### config.mk
export PLATFORM = sky130hd
export DESIGN_NAME = router_rd_sink
export DESIGN_NICKNAME = d
export VERILOG_FILES = /design/src/rtl/router_rd_sink.sv
export SDC_FILE = /design/constraint.sdc
export NUM_CORES = 1
export LEC_CHECK = 0
export CAP_MARGIN = 10
export CORE_AREA = 5 5 83 85
export DETAILED_ROUTE_END_ITERATION = 10
export DIE_AREA = 0 0 88 90
export GPL_TIMING_DRIVEN = 0
export PLACE_DENSITY = 0.79
export SLEW_MARGIN = 25
export SYNTH_ARGS = -nofsm -noshare
export SYNTH_HDL_FRONTEND = slang
export SYNTH_SLANG_ARGS = --single-unit
export TNS_END_PERCENT = 10
### constraint.sdc
create_clock -name clock -period 3.6 [get_ports clock]
set_input_delay 0.54 -clock clock [delete_from_list [all_inputs] [get_ports clock]]
set_output_delay 0.54 -clock clock [all_outputs]
set_load 0.01 [all_outputs]
### src/rtl/router_rd_sink.sv
`default_nettype none
// ============================================================================
// Module  : router_rd_sink
// Brief   : Pops length-prefixed packets from a router output FIFO and checks them.
// Revision: 1.0
// ============================================================================
module router_rd_sink #(
    parameter int         RD_DELAY  = 2,
    parameter logic [1:0] PORT_ADDR = 2'b00,
    parameter int         STALL_MAX = 64
) (
    input  logic        clock,
    input  logic        reset,
    input  logic        vld_out,
    input  logic [7:0]  data_out,
    output logic        read_enb,
    output logic [7:0]  byte_data,
    output logic        byte_valid,
    output logic        pkt_done,
    output logic [5:0]  pkt_len,
    output logic [1:0]  hdr_addr,
    output logic        parity_err,
    output logic        addr_err,
    output logic        trunc_err,
    output logic [15:0] pkt_count
);

    localparam int              c_stall_w   = $clog2(STALL_MAX + 1);
    localparam logic [c_stall_w-1:0] c_stall_last = c_stall_w'(STALL_MAX - 1);
    localparam logic [4:0]      c_dly_last  = (RD_DELAY > 0) ? 5'(RD_DELAY - 1) : 5'd0;
    localparam bit              c_has_delay = (RD_DELAY > 0);

    typedef enum logic [2:0] {
        S_IDLE  = 3'd0,
        S_DELAY = 3'd1,
        S_READ  = 3'd2,
        S_DRAIN = 3'd3,
        S_DONE  = 3'd4
    } state_t;

    state_t                 r_state;
    state_t                 w_next;
    logic [4:0]             r_dly;
    logic [6:0]             r_issued;
    logic [6:0]             w_target;
    logic                   r_cap;
    logic                   r_hdr_got;
    logic [7:0]             r_par;
    logic [7:0]             r_byte;
    logic [5:0]             r_len;
    logic [1:0]             r_addr;
    logic [15:0]            r_cnt;
    logic [c_stall_w-1:0]   r_stall;
    logic                   r_trunc;
    logic                   w_hdr_cap;
    logic                   w_stalled;
    logic                   w_abort;

    assign w_hdr_cap = r_cap & ~r_hdr_got;

    // While the header byte is being captured its length field is used directly,
    // so a zero-length packet never issues a third read.
    always_comb begin
        w_target = 7'd2;
        if (r_hdr_got) begin
            w_target = {1'b0, r_len} + 7'd2;
        end else if (w_hdr_cap) begin
            w_target = {1'b0, data_out[7:2]} + 7'd2;
        end
    end

    assign read_enb  = (r_state == S_READ) && vld_out && (r_issued < w_target);
    assign w_stalled = (r_state == S_READ) && !vld_out && (r_issued < w_target);
    assign w_abort   = w_stalled && (r_stall == c_stall_last);

    always_comb begin
        w_next = r_state;
        case (r_state)
            S_IDLE: begin
                if (vld_out) begin
                    w_next = c_has_delay ? S_DELAY : S_READ;
                end
            end
            S_DELAY: begin
                if (r_dly == c_dly_last) begin
                    w_next = S_READ;
                end
            end
            S_READ: begin
                if (w_abort) begin
                    w_next = S_IDLE;
                end else if (read_enb && ((r_issued + 7'd1) == w_target)) begin
                    w_next = S_DRAIN;
                end
            end
            S_DRAIN: begin
                if (r_cap) begin
                    w_next = S_DONE;
                end
            end
            S_DONE:  w_next = S_IDLE;
            default: w_next = S_IDLE;
        endcase
    end

    always_ff @(posedge clock or posedge reset) begin
        if (reset) begin
            r_state   <= S_IDLE;
            r_dly     <= 5'd0;
            r_issued  <= 7'd0;
            r_cap     <= 1'b0;
            r_hdr_got <= 1'b0;
            r_par     <= 8'd0;
            r_byte    <= 8'd0;
            r_len     <= 6'd0;
            r_addr    <= 2'd0;
            r_cnt     <= 16'd0;
            r_stall   <= '0;
            r_trunc   <= 1'b0;
        end else begin
            r_state <= w_next;
            r_cap   <= read_enb;
            r_trunc <= w_abort;
            r_dly   <= (r_state == S_DELAY) ? r_dly + 5'd1 : 5'd0;
            r_stall <= w_stalled ? r_stall + 1'b1 : '0;

            if (r_state == S_IDLE) begin
                r_issued  <= 7'd0;
                r_hdr_got <= 1'b0;
                r_par     <= 8'd0;
            end else begin
                if (read_enb) begin
                    r_issued <= r_issued + 7'd1;
                end
                if (w_hdr_cap) begin
                    r_hdr_got <= 1'b1;
                end
                if (r_cap) begin
                    r_par <= r_par ^ data_out;
                end
            end

            if (r_cap) begin
                r_byte <= data_out;
            end
            if (w_hdr_cap) begin
                r_len  <= data_out[7:2];
                r_addr <= data_out[1:0];
            end
            if (r_state == S_DONE) begin
                r_cnt <= r_cnt + 16'd1;
            end
        end
    end

    // The FIFO presents the popped byte in the cycle after read_enb, so the
    // strobe and the byte are passed straight through in that cycle.
    assign byte_valid = r_cap;
    assign byte_data  = r_cap ? data_out : r_byte;
    assign pkt_done   = (r_state == S_DONE);
    assign parity_err = (r_state == S_DONE) && (r_par != 8'd0);
    assign addr_err   = (r_state == S_DONE) && (r_addr != PORT_ADDR);
    assign trunc_err  = r_trunc;
    assign pkt_len    = r_len;
    assign hdr_addr   = r_addr;
    assign pkt_count  = r_cnt;

endmodule
`default_nettype wire

==> flow_summary.ini <==
[place]
gp_congestion = 0.7974
dp.final_hpwl_mm = 4.865
dpl_worst_slack_ps = -625.8
port_buffers = 48

[sta]
setup_viol = 0
maxSlewViolCount = 0
timing.final.crit_share = 0.9563
worst_slew_pin_slew_ps = 598.5
rsz0062_at_grt = no
finClkSkew_ps = 7.433
worst_slack_ps = 157.4
min_period_ps = 3443
hold_viol = 0
clock.fmax_mhz = 290.5
relSlewSlack = 0.5992

[pwr]
seq_power_share = 0.387
ir_drop_uv = 479.0
p_per_area_nw_per_um2 = 687.6
p_sw_mw = 1.017
internal-power_mw = 1.765
power.total_mw = 2.782
pwr-share-comb = 0.395
sw_frac_of_total = 0.3656
clkPwrFrac = 0.218
power.leakage_nw = 1.845

[worst_setup_path]
startpoint = data_out[3]
critPathMaxStageDelay_ps = 540
ff2ff_setup_slack_ps = 580
path_buf_inv = 3
cp_max_fo = 4
cp_top_family = buffers and inverters
crit_chain = clkdlybuf4s50_1 > ha_2 > nand3_1 > xnor2_1 > a22oi_2 > ha_4 > a21o_1 > a211oi_2 > nand3_2 > clkinv_4 > dlygate4sd2_1
crit_path_top_delay_cell = clkdlybuf4s50_1
crit_arrival_ps = 2900
reg2reg_from = pkt_len[1]
start_kind = primary input
worst_setup_path_end_kind = output pin
critPathKind = primary input to output pin
cp_data_required_time_ps = 3060

[synth]
yosys.area.top_type = dfrtp_1
synth_compound_area_frac = 0.07515
synthTopCellsByCount = 65 x dfrtp_1, 42 x nand2_1, 34 x nor2_1, 27 x xnor2_1, 22 x o21ai_0
netlist_area_um2 = 3197
synth-edff-count = 0
ys_seq_area_frac = 0.5088
ys_ff_latch = 65
synthCells = 318
synth.top_cell.area_share = 0.5088
synth.distinct_cells = 45
synth_flop_cell = dfrtp_1
synth_top_family_by_area = simple AND/OR/NAND/NOR gates
synthMuxAreaShare = 0.006654
yosysWarningCount = 0
synthAdderAreaFrac = 0.05479
syn_nets = 343
synth_most_common_cell = dfrtp_1
synth-simple-area-share = 0.1922
syn_area_per_cell_um2 = 10.05
synth_xor_area_frac = 0.1315
ys_async_sr_fraction = 1.000
synthTopCellsByArea = dfrtp_1 51%, xnor2_1 7.4%, xor2_1 5.8%

[grt]
grtUsageTotal = 0.1805
grt_max_degree = 42
antenna_found_initial = 0
grt.overflow.total = 0
grt_pass1_wl_mm = 11.46
grt_pass1_vias = 2405

[run_status]
status = complete, no violations

[detailed_routing]
vias = 2482
drt-total-wl_mm = 6.710
drc = 0
first_pass_iters = 4
routed_via_density = 5.361
drt_iter0_markers = 109
avgRoutedWirePerCell_um = 14.49
ant_nets = 0

[clocking]
cts_buffer_depth = 2
cts_root_buffer = clkbuf_8
tritoncts = built
cts_hold_buf = 0
cts_buffers = 9
clkSlewWorstSetupHoldPaths_ps = 70
cts.sinks = 65
htreeDepth = 3
insertion_delay_ps = 340

[hold_path]
worstHoldStart = r_stall[0]
hp-class = register to register

[floorplanning]
io_pins = 49
initial_core_util = 0.5213
die_h_um = 90
dieArea_um2 = 7920
fp.dieW_um = 88
rows = 29
fp.coreArea_um2 = 6132

[run]
max-cap-violations = 0

[layout]
antenna_cells = 0
area_growth_syn_to_layout_pct = 26.58
final_util = 0.6599
layout-drive-gt1-share = 0.09845
layout.nets = 406
[power groups by stage]
stage | combinational [mW] | sequential [mW] | clock, mW
after floorplan | 0.631 | 1.08 | 0
after global placement | 1.03 | 1.08 | 0
after detailed placement | 1.06 | 1.09 | 0
after CTS | 1.09 | 1.08 | 0.612
after global routing | 1.23 | 1.10 | 0.650
final | 1.10 | 1.08 | 0.605
[stage by stage]
step           instance area (um2)  setup TNS, ps  cells  hold WS [ps]
2_1_floorplan                 3197              0    318         425.1
4_1_cts                       4014              0    461         460.6
3_3_place_gp                  3774         -635.2    443         441.2
3_5_place_dp                  3796          -1116    444         451.2
5_1_grt                       4046              0    463         471.9
6_report                      4046              0    463         455.7
[area by class of cell]
| class | instances | area, um2 |
|---|---|---|
| clock inverter | 7 | 70.07 |
| tap | 77 | 96.34 |
| sequential | 65 | 1627 |
| timing repair buffer | 52 | 521.8 |
| fill | 498 | 2086 |
| clock buffer | 9 | 123.9 |
| multi-input combinational | 230 | 1501 |
| inverter | 16 | 67.56 |
| buffer | 7 | 38.79 |
[sequential cells by signal, summed over array words and instances (netlist names), 3 cells and up]
name       cells
pkt_count     16
r_stall        7
r_issued       7
r_dly          5
r_state        3
r_byte         8
pkt_len        6
r_par          8
[routing by layer]
| layer | global-route usage | vias to the layer above | wire (um) |
|---|---|---|---|
| met5 | 0 | - | 0 |
| met4 | 0.06905 | 0 | 117 |
| met3 | 0.02925 | 14 | 301 |
| met2 | 0.2852 | 58 | 3255 |
| met1 | 0.2467 | 1209 | 3036 |
| li1 | - | 1201 | - |
[path summary, 6_finish.rpt]
path | to | cells after the start
worst max register to register | r_state[1] | 11
max in group asynchronous | r_byte[3] | 3
min in group asynchronous | r_dly[3] | 2
worst min-delay path | r_stall[0] | 1
worst min register to register | r_stall[0] | 1
worst max-delay path | read_enb | 11
[logic make-up after synthesis]
group,after synthesis
simple gates,127
mux,2
compound gates,39
xor+xnor,48
fa+ha+maj,14
buf+inv,23
flops,65
[layout by cell type, fill, tap and decap left out, drive strengths merged, types with 2 or more instances in the layout]
cell type and instances:
a21o 2, a21oi 2, a22oi 4, and3 6
and4 3, buf 7, clkbuf 13, clkdlybuf4s50 44
clkinv 5, dfrtp 65, dlygate4sd2 3, ha 14
inv 16, nand2 43, nand3 19, nand3b 3
nand4 6, nor2 34, nor3 2, nor3b 2
nor4 3, o21ai 22, or4b 2, xnor2 27
xor2 21
[repair_timing]
item,CTS,global route
setup endpoints to repair,1,1
buffers inserted,1,2
resized for setup,8,3
pin swaps,2,4
hold endpoints to repair,0,0
No activity file was read; power rests on OpenSTA's default activity.
